**config.mk**
```make
export PLATFORM = sky130hd
export DESIGN_NAME = rf_write_arbiter
export DESIGN_NICKNAME = d
export VERILOG_FILES = /design/src/rtl/rf_pkg.sv /design/src/rtl/rf_wb_fifo.sv /design/src/rtl/rf_write_arbiter.sv
export SDC_FILE = /design/constraint.sdc
export NUM_CORES = 1
export LEC_CHECK = 0
export CAP_MARGIN = 0
export CELL_PAD_IN_SITES_DETAIL_PLACEMENT = 0
export CELL_PAD_IN_SITES_GLOBAL_PLACEMENT = 2
export CORE_ASPECT_RATIO = 1.75
export CORE_MARGIN = 1.5
export CORE_UTILIZATION = 40
export DETAILED_ROUTE_END_ITERATION = 8
export HOLD_SLACK_MARGIN = 0.05
export PLACE_DENSITY_LB_ADDON = 0.2
export SYNTH_ARGS = -nofsm -noshare
export SYNTH_HDL_FRONTEND = slang
export SYNTH_SLANG_ARGS = --single-unit
export TNS_END_PERCENT = 50
```
**constraint.sdc**
```tcl
create_clock -name Clk -period 6.1 [get_ports Clk]
set_input_delay 0.61 -clock Clk [delete_from_list [all_inputs] [get_ports Clk]]
set_output_delay 0.61 -clock Clk [all_outputs]
set_load 0.05 [all_outputs]
```
**src/rtl/rf_pkg.sv**
```systemverilog
`default_nettype none
// =============================================================================
// Module   : rf_pkg
// Brief    : Shared widths, register-0 constant and source indices used by the
//            register-file write arbiter and its per-source queues.
// Revision : 1.0
// =============================================================================
package rf_pkg;

    localparam int REG_ADDR_W = 5;
    localparam int DATA_W     = 32;

    localparam logic [REG_ADDR_W-1:0] ZERO_REG = 5'd0;

    localparam logic SRC_ALU = 1'b0;
    localparam logic SRC_MEM = 1'b1;

    typedef struct packed {
        logic [REG_ADDR_W-1:0] rd;
        logic [DATA_W-1:0]     data;
    } wb_entry_t;

endpackage
`default_nettype wire

```
**src/rtl/rf_wb_fifo.sv**
```systemverilog
`default_nettype none
// =============================================================================
// Module   : rf_wb_fifo
// Brief    : Per-source writeback queue with destination-match lookups for
//            hazard detection.
// Revision : 1.0
// =============================================================================
module rf_wb_fifo
    import rf_pkg::*;
#(
    parameter int DEPTH  = 2,
    parameter int DATA_W = 32
) (
    input  logic                    clk,
    input  logic                    rst,
    input  logic                    i_push,
    input  logic [REG_ADDR_W-1:0]   i_rd,
    input  logic [DATA_W-1:0]       i_data,
    input  logic                    i_pop,
    output logic [REG_ADDR_W-1:0]   o_rd,
    output logic [DATA_W-1:0]       o_data,
    output logic [$clog2(DEPTH):0]  o_count,
    output logic                    o_full,
    output logic                    o_empty,
    input  logic [REG_ADDR_W-1:0]   i_query_a,
    input  logic [REG_ADDR_W-1:0]   i_query_b,
    output logic                    o_match_a,
    output logic                    o_match_b
);

    localparam int PTR_W = $clog2(DEPTH);

    logic [PTR_W-1:0]      r_wptr;
    logic [PTR_W-1:0]      r_rptr;
    logic [PTR_W:0]        r_count;
    logic [DEPTH-1:0]      r_valid;
    logic [REG_ADDR_W-1:0] r_rd_mem   [DEPTH];
    logic [DATA_W-1:0]     r_data_mem [DEPTH];

    logic                  w_push_ok;
    logic                  w_pop_ok;
    logic [DEPTH-1:0]      w_hit_a;
    logic [DEPTH-1:0]      w_hit_b;

    assign o_full    = (r_count == (PTR_W+1)'(DEPTH));
    assign o_empty   = (r_count == '0);
    assign o_count   = r_count;
    assign w_push_ok = i_push && !o_full;
    assign w_pop_ok  = i_pop && !o_empty;
    assign o_rd      = r_rd_mem[r_rptr];
    assign o_data    = r_data_mem[r_rptr];

    // Push and pop never target the same slot: that would need a queue that is
    // simultaneously full and empty.
    always_ff @(posedge clk) begin
        if (rst) begin
            r_wptr  <= '0;
            r_rptr  <= '0;
            r_count <= '0;
            r_valid <= '0;
        end else begin
            if (w_push_ok) begin
                r_wptr          <= r_wptr + PTR_W'(1);
                r_valid[r_wptr] <= 1'b1;
            end
            if (w_pop_ok) begin
                r_rptr          <= r_rptr + PTR_W'(1);
                r_valid[r_rptr] <= 1'b0;
            end
            if (w_push_ok && !w_pop_ok) begin
                r_count <= r_count + (PTR_W+1)'(1);
            end else if (w_pop_ok && !w_push_ok) begin
                r_count <= r_count - (PTR_W+1)'(1);
            end
        end
    end

    always_ff @(posedge clk) begin
        if (w_push_ok) begin
            r_rd_mem[r_wptr]   <= i_rd;
            r_data_mem[r_wptr] <= i_data;
        end
    end

    generate
        for (genvar g = 0; g < DEPTH; g++) begin : g_match
            assign w_hit_a[g] = r_valid[g] && (r_rd_mem[g] == i_query_a);
            assign w_hit_b[g] = r_valid[g] && (r_rd_mem[g] == i_query_b);
        end
    endgenerate

    assign o_match_a = |w_hit_a;
    assign o_match_b = |w_hit_b;

endmodule
`default_nettype wire

```
**src/rtl/rf_write_arbiter.sv**
```systemverilog
`default_nettype none
// =============================================================================
// Module   : rf_write_arbiter
// Brief    : Merges ALU and load writebacks onto the single register-file
//            write port with round-robin arbitration and hazard flags.
// Revision : 1.0
// =============================================================================
module rf_write_arbiter
    import rf_pkg::*;
#(
    parameter int DEPTH  = 2,
    parameter int DATA_W = rf_pkg::DATA_W
) (
    input  logic                  Clk,
    input  logic                  Clr,
    input  logic                  aluValid,
    output logic                  aluReady,
    input  logic [REG_ADDR_W-1:0] aluRD,
    input  logic [DATA_W-1:0]     aluData,
    input  logic                  memValid,
    output logic                  memReady,
    input  logic [REG_ADDR_W-1:0] memRD,
    input  logic [DATA_W-1:0]     memData,
    output logic [REG_ADDR_W-1:0] RD,
    output logic [DATA_W-1:0]     dataRD,
    output logic                  RW,
    input  logic [REG_ADDR_W-1:0] RS,
    input  logic [REG_ADDR_W-1:0] RT,
    output logic                  hazRS,
    output logic                  hazRT,
    output logic                  busy
);

    localparam int CNT_W = $clog2(DEPTH) + 1;

    logic                  w_alu_push, w_mem_push;
    logic                  w_alu_pop,  w_mem_pop;
    logic                  w_alu_full, w_mem_full;
    logic                  w_alu_empty, w_mem_empty;
    logic [CNT_W-1:0]      w_alu_count, w_mem_count;
    logic [REG_ADDR_W-1:0] w_alu_rd, w_mem_rd;
    logic [DATA_W-1:0]     w_alu_data, w_mem_data;
    logic                  w_alu_hit_rs, w_alu_hit_rt;
    logic                  w_mem_hit_rs, w_mem_hit_rt;
    logic                  w_any;
    logic                  w_contend;
    logic                  w_grant;

    logic                  r_rw;
    logic [REG_ADDR_W-1:0] r_rd;
    logic [DATA_W-1:0]     r_data;
    logic                  r_rr;

    assign aluReady = !Clr && !w_alu_full;
    assign memReady = !Clr && !w_mem_full;

    // Register-0 writes complete the handshake but never occupy a slot.
    assign w_alu_push = aluValid && aluReady && (aluRD != ZERO_REG);
    assign w_mem_push = memValid && memReady && (memRD != ZERO_REG);

    rf_wb_fifo #(
        .DEPTH     (DEPTH),
        .DATA_W    (DATA_W)
    ) u_alu_q (
        .clk       (Clk),
        .rst       (Clr),
        .i_push    (w_alu_push),
        .i_rd      (aluRD),
        .i_data    (aluData),
        .i_pop     (w_alu_pop),
        .o_rd      (w_alu_rd),
        .o_data    (w_alu_data),
        .o_count   (w_alu_count),
        .o_full    (w_alu_full),
        .o_empty   (w_alu_empty),
        .i_query_a (RS),
        .i_query_b (RT),
        .o_match_a (w_alu_hit_rs),
        .o_match_b (w_alu_hit_rt)
    );

    rf_wb_fifo #(
        .DEPTH     (DEPTH),
        .DATA_W    (DATA_W)
    ) u_mem_q (
        .clk       (Clk),
        .rst       (Clr),
        .i_push    (w_mem_push),
        .i_rd      (memRD),
        .i_data    (memData),
        .i_pop     (w_mem_pop),
        .o_rd      (w_mem_rd),
        .o_data    (w_mem_data),
        .o_count   (w_mem_count),
        .o_full    (w_mem_full),
        .o_empty   (w_mem_empty),
        .i_query_a (RS),
        .i_query_b (RT),
        .o_match_a (w_mem_hit_rs),
        .o_match_b (w_mem_hit_rt)
    );

    // r_rr names the source that wins the next contended cycle.
    always_comb begin
        w_any     = !w_alu_empty || !w_mem_empty;
        w_contend = !w_alu_empty && !w_mem_empty;
        w_grant   = SRC_ALU;
        if (w_contend) begin
            w_grant = r_rr;
        end else if (w_alu_empty) begin
            w_grant = SRC_MEM;
        end
        w_alu_pop = w_any && (w_grant == SRC_ALU);
        w_mem_pop = w_any && (w_grant == SRC_MEM);
    end

    always_ff @(posedge Clk) begin
        if (Clr) begin
            r_rw   <= 1'b0;
            r_rd   <= ZERO_REG;
            r_data <= '0;
            r_rr   <= SRC_ALU;
        end else begin
            r_rw <= w_any;
            if (w_any) begin
                r_rd   <= (w_grant == SRC_ALU) ? w_alu_rd   : w_mem_rd;
                r_data <= (w_grant == SRC_ALU) ? w_alu_data : w_mem_data;
            end
            if (w_contend) begin
                r_rr <= ~w_grant;
            end
        end
    end

    assign RW     = r_rw;
    assign RD     = r_rd;
    assign dataRD = r_data;

    assign hazRS = (RS != ZERO_REG) &&
                   (w_alu_hit_rs || w_mem_hit_rs || (r_rw && (r_rd == RS)));
    assign hazRT = (RT != ZERO_REG) &&
                   (w_alu_hit_rt || w_mem_hit_rt || (r_rw && (r_rd == RT)));

    assign busy = (w_alu_count != '0) || (w_mem_count != '0) || r_rw;

endmodule
`default_nettype wire

```
==> run metrics <==
run status=finished clean; core area=20,300 um2; switch share=between 30% and 40%; critical path class=in2out; final net count=803; Startpoint Class=input port; vias in the first global route=between 5,000 and 6,000; clock buffer depth=3; Crit. End Element=output pin; drt total wl=about 21,000 um; Clock Pin Slew Worst Setup and Hold Paths=0.06 ns; die extent in y=around 190 um; clock power share=around a quarter; drt drc=0; final RePlAce weighted congestion=between 0.8 and 0.9; dpl hpwl=13,500 um; final slew viol count=0; setup TNS=0 ns; post-synthesis cell count=600; CTS tree=built; minimum clock period=between 3 and 4 ns; GR Util All Layers=between 10% and 20%; Cell Int Power=between 2 and 3 mW; die area=21,500 um2; Final ANT Viol Nets=0; share of flip-flops with an asynchronous set or reset=0%; P&R area growth vs syn=25.5%; layout cell share with drive strength beyond 1=6.76%; total of cells resized after clock tree synthesis=0; Slew HR=about two fifths; Yosys reg bits=201; worst min path class=reg2reg; final hold viol count=0; root buf cell=clkbuf_16; slowest stage delay, CP=0.81 ns; NetSw=~1.5 mW; H-tree depth=1; combinational share of power=between 30% and 40%; worst skew pair latency=between 0.4 and 0.5 ns; RSZ-0062 raised after global routing=false; Detailed Route Iter0 Violations=between 150 and 200; syn avg cell area=roughly 14 um2; port bufs=130; max-cap violation count=0; worst slew pin tran=slightly below 0.9 ns; die extent in x=111 um; fmax=278 MHz; Max VDD drop=between 0.0002 and 0.0003 V; DR vias/cell=~5.3; # rows=69; WL/cell=roughly 21 um; Vias=between 5,000 and 6,000; Crit path max-delay family=buffers and inverters; Post CTS Setup Buffer Count=0; syn nets=690; pwr/cell area=434 nW/um2; Post-synth EDFFs=roughly 150; largest net degree at the start of global routing=between 70 and 80; DRT Pass-1 Iters=4; # clock sinks=between 200 and 250; most used flip-flop cell after synthesis=edfxtp_1; Synth Warn #=0; synthesized cell area=between 8000 and 9000 um2; Netlist cell types=39; slowest CP cell=clkdlybuf4s50_1; reg-to-reg startpoint=u_alu_q.o_count[0]; Leak Pwr=around 3.6 nW; Non-Filler Instances=974; post-synthesis sequential area ratio=between 60% and 70%; Period Utilization, post-route=between 50% and 60%; total CTS buffers=19; CP required=~5.5 ns; Hold-fix buffers, CTS=0; ordered list of cells on the worst path=clkdlybuf4s50_1 -> xor2_1 -> nor4_1 -> nand3_1 -> nand3_1 -> o22a_1 -> clkdlybuf4s50_1; clk_skew=0.00646 ns; Worst EP arrival=between 2 and 3 ns; # IOs=131; first-pass GRT wire length=between 30,000 and 40,000 um; DP Cell Count=940; register share of total power=between 40 and 50%; Starting Density=roughly 40%; crit path from=RT[1]; HP Start=dataRD[5]; grt ovf=0; Worst Path Buf+Inv=2; # setup viols final=0; initial antenna violation count=1; CP max FO=6
-- power groups by stage --
stage | Combinational [mW] | Sequential, mW | Clock, mW
6_report | 1.48 | 1.80 | 1.20
5_1_grt | 1.61 | 1.82 | 1.29
3_5_place_dp | 1.51 | 1.83 | 0
3_3_place_gp | 1.49 | 1.83 | 0
2_1_floorplan | 0.842 | 2.04 | 0
4_1_cts | 1.51 | 1.80 | 1.24
-- worst min-delay path, cell delays in order (launching register included) --
cell and delay [ns]:
dfxtp_1 0.30, nand2_1 0.05, a21oi_1 0.05
-- per-stage QoR --
| stage | hold WS [ns] | power, mW | setup WS [ns] | utilization, % | instance area [um2] |
|---|---|---|---|---|---|
| after floorplan | 0.462 | 2.88 | 1.95 | - | 8240 |
| after global placement | 0.441 | 3.32 | 2.47 | 47.8 | 9700 |
| after detailed placement | 0.446 | 3.34 | 2.49 | 47.8 | 9700 |
| after CTS | 0.455 | 4.55 | 2.48 | 50.9 | 10300 |
| after global routing | 0.464 | 4.72 | 2.36 | 50.9 | 10300 |
| final | 0.450 | 4.48 | 2.50 | 50.9 | 10300 |
-- cell families after synthesis --
family	synth area share [%]
mux	4.50
simple gates	7.75
xor+xnor	6.27
compound gates	11.4
fa+ha+maj	0.304
buf+inv	2.98
flops	66.8
-- layout make-up --
| cell class | instances | area [um2] |
|---|---|---|
| fill | 1745 | 9950 |
| clock buffer | 23 | 510 |
| sequential | 201 | 5510 |
| inverter | 5 | 18.8 |
| tap | 248 | 310 |
| antenna | 1 | 2.50 |
| clock inverter | 10 | 125 |
| timing repair buffer | 138 | 1360 |
| multi-input combinational | 348 | 2500 |
-- sequential cells by signal, summed over array words and instances (netlist names), named ones only --
signal              count
u_alu_q.r_rd_mem       10
RW                      1
RD                      5
dataRD                 32
u_alu_q.r_data_mem     64
u_mem_q.r_rd_mem       10
u_alu_q.r_wptr          1
u_alu_q.r_rptr          1
u_alu_q.o_count         2
u_mem_q.r_data_mem     64
u_mem_q.r_wptr          1
u_mem_q.r_rptr          1
r_rr                    1
u_mem_q.r_valid         2
u_alu_q.r_valid         2
u_mem_q.o_count         2
-- cell usage in the layout, fill, tap and decap left out, types with 2 or more instances in the layout --
master / synthesis / routed
a211o_1: 37 / 37
a211oi_1: 37 / 37
a21oi_1: 42 / 42
buf_4: 7 / 8
bufinv_16: 0 / 3
clkbuf_1: 21 / 2
clkbuf_16: 0 / 19
clkbuf_8: 0 / 2
clkdlybuf4s50_1: 0 / 129
clkinv_1: 0 / 2
clkinv_2: 0 / 4
dfxtp_1: 53 / 51
dfxtp_2: 0 / 2
edfxtp_1: 148 / 148
ha_1: 2 / 2
inv_1: 5 / 5
mux2i_1: 37 / 37
nand2_1: 39 / 39
nand3_1: 12 / 12
nor2_1: 10 / 10
nor2b_1: 38 / 37
nor2b_4: 1 / 2
nor4_1: 10 / 10
o21ai_0: 2 / 2
o221a_1: 3 / 3
o22a_1: 2 / 2
or3_1: 2 / 2
or4_1: 3 / 3
xnor2_1: 14 / 14
xor2_1: 45 / 45
-- synth_stat cells (all sizes together) (3+ instances only) --
master | n | area share (%)
a211oi | 37 | 3.4
nor4 | 11 | 0.91
dfxtp | 53 | 13
or4 | 4 | 0.41
a211o | 37 | 3.9
buf | 24 | 1.7
xor2 | 45 | 4.8
xnor2 | 14 | 1.5
o21ai | 4 | 0.29
nor2b | 39 | 3.1
nand3 | 12 | 0.73
clkbuf | 22 | 1.0
a21oi | 42 | 2.6
nand2 | 39 | 1.8
mux2i | 37 | 4.5
edfxtp | 148 | 54
o221a | 3 | 0.41
inv | 5 | 0.23
nor2 | 10 | 0.46
-- worst paths after layout --
| check | to | slack, ns | cells after the start |
|---|---|---|---|
| worst max-delay path | hazRT | 2.50 | 7 |
| worst min-delay path | dataRD[5] | 0.45 | 2 |
| worst max register to register | u_alu_q.r_rd_mem[0][3] | 3.51 | 5 |
| worst min register to register | dataRD[5] | 0.45 | 2 |
-- per-layer routing --
metal | vias to the layer above | part of all wire, % | track usage [%]
met4 | 0 | 3.8 | 8.13
met1 | 2527 | 37 | 20.4
li1 | 2459 | - | -
met3 | 32 | 3.9 | 2.73
met2 | 138 | 55 | 37.2
met5 | - | 0 | 0
(Power assumes the default switching activity.)
